File: src/rtl/xor_frame_parity_pkg.sv
// Shared definitions for the frame column-parity block: state encoding and a
// saturating-increment helper used by the beat counter.
package xor_frame_parity_pkg;

  // Encoding 2'd3 is unused; the FSM treats it as illegal and recovers to idle.
  typedef enum logic [1:0] {
    S_IDLE = 2'd0,
    S_ACC  = 2'd1,
    S_HOLD = 2'd2
  } state_t;

  localparam int unsigned STATE_W = 2;

  // Increment that sticks at max_val instead of wrapping.
  function automatic logic [31:0] sat_inc(input logic [31:0] value,
                                          input logic [31:0] max_val);
    logic [31:0] result;
    if (value >= max_val) begin
      result = max_val;
    end else begin
      result = value + 32'd1;
    end
    return result;
  endfunction

endpackage

File: src/rtl/xor_frame_parity_reduce.sv
// Combinational XOR reduction of a word to one parity bit; reused by later
// parity blocks.
module xor_reduce #(
  parameter int WIDTH = 8
) (
  input  logic [WIDTH-1:0] data,
  output logic             par
);

  always_comb begin
    par = 1'b0;
    for (int i = 0; i < WIDTH; i++) begin
      par = par ^ data[i];
    end
  end

endmodule

File: src/rtl/xor_frame_parity.sv
// Accumulates the column parity (bitwise XOR) of a multi-beat frame and
// presents one result per frame with overall parity and a saturating beat count.
module xor_frame_parity
  import xor_frame_parity_pkg::*;
#(
  parameter int WIDTH = 8,
  parameter int CNT_W = 8,
  parameter bit ODD   = 1'b0
) (
  input  logic             clk,
  input  logic             rst,
  // Valid/ready: a transfer happens on a rising edge where valid && ready;
  // valid-side payload is ignored otherwise, and ready never depends on valid.
  input  logic             in_valid,
  output logic             in_ready,
  input  logic [WIDTH-1:0] in_data,
  input  logic             in_last,
  output logic             out_valid,
  input  logic             out_ready,
  output logic [WIDTH-1:0] out_col,
  output logic             out_par,
  output logic [CNT_W-1:0] out_cnt,
  output logic [1:0]       dbg_state
);

  localparam logic [31:0] CNT_MAX = 32'((64'd1 << CNT_W) - 64'd1);

  state_t           state;
  logic [WIDTH-1:0] acc;
  logic [CNT_W-1:0] cnt;
  logic [WIDTH-1:0] acc_next;
  logic [CNT_W-1:0] cnt_next;
  logic             accept;
  logic             col_par;

  assign accept    = in_valid && in_ready;
  assign dbg_state = state;

  // The first beat of a frame loads rather than folds, so no separate clear is needed.
  always_comb begin
    acc_next = acc ^ in_data;
    cnt_next = CNT_W'(sat_inc(32'(cnt), CNT_MAX));
    if (state == S_IDLE) begin
      acc_next = in_data;
      cnt_next = CNT_W'(1);
    end
  end

  always_ff @(posedge clk or posedge rst) begin
    if (rst) begin
      state     <= S_IDLE;
      acc       <= '0;
      cnt       <= '0;
      out_valid <= 1'b0;
      out_col   <= '0;
      out_cnt   <= '0;
      in_ready  <= 1'b1;
    end else begin
      case (state)
        S_IDLE, S_ACC: begin
          if (accept) begin
            acc <= acc_next;
            cnt <= cnt_next;
            if (in_last) begin
              // Result registers capture the value including the final beat.
              state     <= S_HOLD;
              out_col   <= acc_next;
              out_cnt   <= cnt_next;
              out_valid <= 1'b1;
              in_ready  <= 1'b0;
            end else begin
              state <= S_ACC;
            end
          end
        end
        S_HOLD: begin
          if (out_ready) begin
            state     <= S_IDLE;
            out_valid <= 1'b0;
            in_ready  <= 1'b1;
          end
        end
        default: begin
          state     <= S_IDLE;
          out_valid <= 1'b0;
          in_ready  <= 1'b1;
        end
      endcase
    end
  end

  xor_reduce #(
    .WIDTH(WIDTH)
  ) u_reduce (
    .data(out_col),
    .par (col_par)
  );

  assign out_par = col_par ^ ODD;

endmodule

File: config.mk
export PLATFORM = sky130hd
export DESIGN_NAME = xor_frame_parity
export DESIGN_NICKNAME = d
export VERILOG_FILES = /design/src/rtl/xor_frame_parity_pkg.sv /design/src/rtl/xor_frame_parity_reduce.sv /design/src/rtl/xor_frame_parity.sv
export SDC_FILE = /design/constraint.sdc
export NUM_CORES = 1
export LEC_CHECK = 0
export ABC_AREA = 1
export BUFFER_PORTS_ARGS = -buffer_cell sky130_fd_sc_hd__buf_2
export CAP_MARGIN = 20
export CORE_UTILIZATION = 50
export DETAILED_ROUTE_END_ITERATION = 7
export PLACE_DENSITY = 0.77
export SYNTH_ARGS = -nofsm -noshare
export SYNTH_HDL_FRONTEND = slang
export SYNTH_SLANG_ARGS = --single-unit
File: constraint.sdc
create_clock -name clk -period 1.5 [get_ports clk]
set_clock_uncertainty 0.2 [all_clocks]
set_input_delay 0.375 -clock clk [delete_from_list [all_inputs] [get_ports clk]]
set_output_delay 0.375 -clock clk [all_outputs]
set_load 0.02 [all_outputs]
==> metrics, run 1 <==
status=complete, but fails checks; failing checks=negative setup slack; clock-pin slew on the worst setup and hold paths=70 ps; HP Class=input port to flip-flop; initial core utilization=53.8%; clock latency on the worst-skew pair=290 ps; Iter 0 DRT Violations=77; leading area contributor after synthesis=dfrtp_1; via count of the routed design=1746; CP startpoint kind=flip-flop; # fillers=218; register area share after synthesis=48.7%; H-tree depth=2; Power, Total=1.73 mW; layout cells sized above 1=44.5%; Final setup viols=22; slowest cell delay on critical path=430 ps; vias in the first global route=1657; Root Driver=clkbuf_8; family with the most delay on the worst path=flip-flops; Max-slew headroom=82.2%; unrepaired setup endpoints after global routing=yes; CTS Buffer Depth=2; cells after synthesis=232; Avg Cell Area, Syn=7.98 µm²; GRT overflow=0; Synth warnings=0; max_cap viols=0; CTS tree=done; Leak=1.45 nW; WS Path Type=flip-flop to output pin; worst r2r src=in_ready; core area=3440 µm²; Final Wtd Congestion=0.792; Layout area overhead=46.7%; Ports=34; Routed wire per std cell=around 14 µm; antenna violation net count after detailed routing=0; largest cells by area after synthesis=dfrtp_1, nand2_1, nand3_1, inv_1, xor2_1; Crit path required time=around 900 ps; Critical Path AT=1380 ps; routed wire length=4660 µm; first-pass GRT wire length=approximately 7000 µm; slew of the pin with the lowest slew margin=266 ps; IO buf count=33; HPWL after DPL=2710 µm; Synth Register Bits=36; die area=3950 µm²; HP Start=in_data[5]; Vias/cell=slightly above 5; num rows=21; crit-path max FO=2; Antenna diodes=0; cell mode on critical path=nand2_1; Peak Freq=slightly above 0.5 GHz; die height=62.9 µm; setup ws final=-454 ps; pin count of the biggest net entering global routing=37; gr usage total=approximately a quarter; Max Slew Vio Count=0; layout net count=312; final hold vios=0; WP buf/inv=1; initial antenna violation count=0; Final period util=130%; top cell type's share of synthesized area=between 40% and 50%; pre-CTS setup slack=-161 ps; slowest CP cell=dfrtp_2; power density over cell area=between 600 and 700 nW/µm²; endpoint class of the critical path=output pin; synthesized area=1850 µm²; worst-path cell chain=xnor2_2 > nand3_1 > nand2_1 > nand2_1 > nand2_2 > buf_6; Reg2Reg Setup Slack=-180 ps; minimum clock period=approximately 2000 ps; chip width=62.9 µm; DR pass1 iterations=4; DRC viols=0; Yosys cell types=25; final hold slack=184 ps; number of CTS-inserted buffers=5; CTS Sinks=36; syn_nets=246; peak supply drop=0.000585 V; Setup crit start=out_col[7]
## cell usage after synthesis
library cell / instances
o21ai_1: 8
buf_4: 3
nor2_4: 1
nor2_2: 10
inv_2: 3
buf_2: 1
nand3_4: 1
xor2_1: 9
a21oi_1: 2
a21oi_2: 1
clkinv_1: 1
a22oi_1: 1
buf_6: 2
nand4_1: 2
dfrtp_1: 35
nand3_1: 19
ha_1: 1
nor2_1: 7
o21ai_0: 10
nand2_2: 2
o21bai_1: 1
xnor2_1: 3
dfstp_2: 1
nand2_1: 84
inv_1: 24
## worst reg2reg max path, stage by stage, from the launching register on
cell	delay (ps)
dfstp_2	550
buf_6	100
nand3_4	100
nor2_4	250
buf_4	170
buf_6	120
o21ai_1	70
## cells in the final DEF, fill, tap and decap left out, types with 2 or more instances in the layout
| master | synthesis | layout |
|---|---|---|
| nand2_1 | 84 | 72 |
| dfrtp_1 | 35 | 31 |
| buf_2 | 1 | 25 |
| inv_1 | 24 | 22 |
| buf_6 | 2 | 18 |
| buf_4 | 3 | 17 |
| nand2_2 | 2 | 10 |
| nand3_1 | 19 | 10 |
| nand3_2 | 0 | 9 |
| o21ai_1 | 8 | 8 |
| nor2_4 | 1 | 6 |
| nor2_2 | 10 | 6 |
| xor2_2 | 0 | 6 |
| nor2_1 | 7 | 6 |
| o21ai_0 | 10 | 6 |
| clkbuf_8 | 0 | 6 |
| nand2_4 | 0 | 4 |
| o21ai_2 | 0 | 4 |
| dfrtp_2 | 0 | 4 |
| inv_2 | 3 | 3 |
| xor2_1 | 9 | 3 |
| inv_4 | 0 | 2 |
| xnor2_1 | 3 | 2 |
| a21oi_2 | 1 | 2 |
| nand4_1 | 2 | 2 |
| clkbuf_1 | 0 | 2 |
| buf_12 | 0 | 2 |
## final timing paths
kind,to,depth (start not counted)
hold reg to reg,out_cnt[3],2
hold / removal,out_col[5],4
setup / recovery,out_par,6
max in group asynchronous,in_ready,4
setup reg to reg,out_col[3],6
min in group asynchronous,out_cnt[4],4
## stage by stage
stage | TNS [ps] | util [%] | cells | cell area (µm²)
floorplan | -61.7 | - | 232 | 1860
global placement | -95.1 | 64.1 | 325 | 2210
detailed placement | -165 | 64.1 | 325 | 2210
CTS | -653 | 69.3 | 336 | 2390
global route | -4400 | 78.9 | 345 | 2720
finish | -2540 | 78.9 | 345 | 2720
## state kept, by name (all words and copies together), names as in the netlist
signal     cells
dbg_state      2
out_cnt        8
cnt            8
out_col        8
out_valid      1
in_ready       1
acc            8
## cell families (layout without fill, tap and decap cells)
family | count (synthesis) | in the layout | synth area share [%]
simple gates | 126 | 126 | 29.9
fa+ha+maj | 1 | 1 | 0.676
buf+inv | 34 | 101 | 8.38
xor+xnor | 12 | 12 | 5.68
flops | 36 | 36 | 48.7
compound gates | 23 | 23 | 6.69
## metal layers
metal / share of wire, % / vias to the layer above / wire length (µm) / GRT usage [%]
li1: - / 845 / - / -
met2: 53 / 46 / 2450 / 40.1
met5: 0 / - / 0 / 0
met1: 39 / 837 / 1810 / 27.6
met4: 3.8 / 0 / 177 / 16.0
met3: 4.7 / 18 / 220 / 4.56
## layout make-up
class,count,area [µm²],share of cell area [%]
multi-input cells,162,1020,37.4
inverters,28,118,4.33
repair buffers,64,520,19.2
clock buffers,8,90.1,3.32
well taps,46,57.6,2.12
flip-flops and latches,36,907,33.4
repair inverters,1,6.26,0.230
## power by group
group	switching, mW	leakage (nW)	internal (mW)	total [mW]
clock	0.324	0.0455	0.374	0.698
combinational	0.0398	0.992	0.0264	0.0662
sequential	0	0.417	0.971	0.971
total	0.363	1.45	1.37	1.73
## timing repair
action | 4_1_cts | 5_1_grt
gates resized for setup | 19 | 72
setup endpoints to repair | 9 | 41
pin swaps | 0 | 22
buffers inserted | 2 | 9
endpoints found under the hold margin | 35 | 0
hold buffers | 1 | 0
gates cloned | 0 | 2
(Power assumes the default switching activity.)
==> run 2, diff against run 1 <==
- CORE_MARGIN: unset -> 10
==> run 2 against run 1 <==
The run still ends with negative setup slack left. Wire length grew 27%. Setup slack gained 5.1 ps. Maximum frequency increased by 0.26%. Critical path depth up 1. Non-clock buffer count is 6 higher. Cell count is 2.3% higher. Core utilization is 2.6 points higher. Register-to-register slack improved by 120 ps. Die area up 65%. Clock-buffer cell count unchanged. Design area increased by 9.0%. Critical path type unchanged.
==> metrics, run 2 (same netlist as run 1, synthesis figures left out) <==
status=complete, but fails checks; failing checks=negative setup slack; Root Driver=clkbuf_8; Post-Layout Cell Count=353 (+2.3%); Max-slew headroom=82.4% (+0.17 points); Hold Path End=out_col[7]; layout cells sized above 1=52.1% (+7.6 points); HP Class=input port to flip-flop; reg2reg end=out_cnt[7]; endpoint class of the critical path=output pin; num rows=22 (+4.8%); Ports=34 (unchanged); Power, Total=1.77 mW (+2.1%); CP startpoint kind=flip-flop; unrepaired setup endpoints after global routing=yes; first-pass GRT wire length=7770 µm (+9.2%); multi-input logic area=1090 µm² (+7.4%); Final period util=130% (-0.34 points); Iter 0 DRT Violations=120 (+56%); Max Slew Vio Count=0 (unchanged); vias in the first global route=1760 (+6.2%); # fillers=206 (-5.5%); minimum clock period=1950 ps (-5.10 ps); antenna violation net count after detailed routing=0 (unchanged); CTS Sinks=36 (unchanged); R2R depth=8 (+2); Peak Freq=0.513 GHz (+0.26%); setup ws final=-449 ps (+5.10 ps); pin count of the biggest net entering global routing=37 (unchanged); crit-path max FO=2 (unchanged); layout net count=318 (+1.9%); DR pass1 iterations=4 (unchanged); GRT overflow=0 (unchanged); initial core utilization=51.0% (-2.8 points); routed wire length=5920 µm (+27%); Leak=1.55 nW (+6.8%); IO buf count=33 (unchanged); WS Path Type=flip-flop to output pin; die area=6540 µm² (+65%); Core Util, Final=81.5% (+2.6 points); final hold vios=0 (unchanged); gr usage total=14.9% (-9.0 points); DRC viols=0 (unchanged); Hold Crit Depth=4 (unchanged); HP Start=in_data[7]; Vias/cell=5.30 (+4.8%); Routed wire per std cell=16.8 µm (+24%); clock-pin slew on the worst setup and hold paths=80 ps (about the same); H-tree depth=2 (unchanged); storage element area=910 µm² (+0.28%); pre-CTS setup slack=-151 ps (+9.17 ps); most common cell after layout, fill and taps aside=nand2_1; Critical Path AT=1370 ps (about the same); Final Wtd Congestion=0.791 (-0.16%); worst r2r src=dbg_state[1]; slew of the pin with the lowest slew margin=262 ps (-3.16 ps); Reg2Reg Setup Slack=-60 ps (+120 ps); initial antenna violation count=0 (unchanged); die height=80.9 µm (+29%); final instance area=2960 µm² (+9.0%); Placed Cells=326 (+0.31%); Antenna diodes=0 (unchanged); core area=3630 µm² (+5.6%); Crit path required time=920 ps (about the same); Layout area overhead=59.9%; final hold slack=187 ps (+3.84 ps); chip width=80.9 µm (+29%); Post-DP Area=2230 µm² (+0.91%); Total Neg Setup Slack=-1180 ps (+1360 ps); most frequent cells in the layout=nand2_1, dfrtp_1, buf_2; number of CTS-inserted buffers=5 (unchanged); clock latency on the worst-skew pair=300 ps (about the same); peak supply drop=0.000714 V (+22%); max_cap viols=0 (unchanged); power density over cell area=598 nW/µm² (-6.3%); HPWL after DPL=2870 µm (+6.1%); CTS Buffer Depth=2 (unchanged); Final setup viols=26 (+18%); via count of the routed design=1872 (+7.2%); CTS tree=done
## run 2: how the worst max path moves through the flow
| stage | from | depth (start not counted) | endpoint |
|---|---|---|---|
| global route | out_col[3] | 8 | out_par |
| floorplan | out_col[4] | 9 | out_par |
| CTS | out_col[3] | 10 | out_par |
| detailed placement | out_col[4] | 10 | out_par |
| finish | out_col[7] | 7 | out_par |
| global placement | out_col[4] | 10 | out_par |
## run 2: what timing repair did
item,in CTS,in global routing
endpoints found under the hold margin,35,0
endpoints found under the setup margin,19,42
pin swaps,11,31
resized for setup,41,82
hold buffers,1,0
buffers inserted,10,8
gates cloned,3,2
## run 2: layer usage
metal / track usage [%] / vias to the layer above / share of wire, %
met5: 0 / - / 0
met2: 26.3 / 76 / 52
met4: 5.36 / 0 / 4.0
met3: 5.08 / 24 / 6.1
li1: - / 862 / -
met1: 16.3 / 910 / 37
## run 2: area by class of cell
cell class                 count  area share, %
timing repair buffer          70           22.4
inverter                      28           4.52
tap                           48           2.03
multi-input combinational    162           36.9
timing repair inverter         1          0.380
sequential                    36           30.7
clock buffer                   8           3.04
## run 2: report_power, final
part | switching, mW | leakage (nW) | internal (mW)
clock network | 0.356 | 0.0455 | 0.375
registers | 0 | 0.414 | 0.970
logic | 0.0430 | 1.09 | 0.0270
total | 0.399 | 1.55 | 1.37
## run 2: worst max-delay path: stages (launching register included)
cell     delay [ps]
dfrtp_2         440
xnor2_2         190
inv_1            70
nand2_1          80
nand2_1          50
nand2_1          60
nand2_2          50
buf_6           120
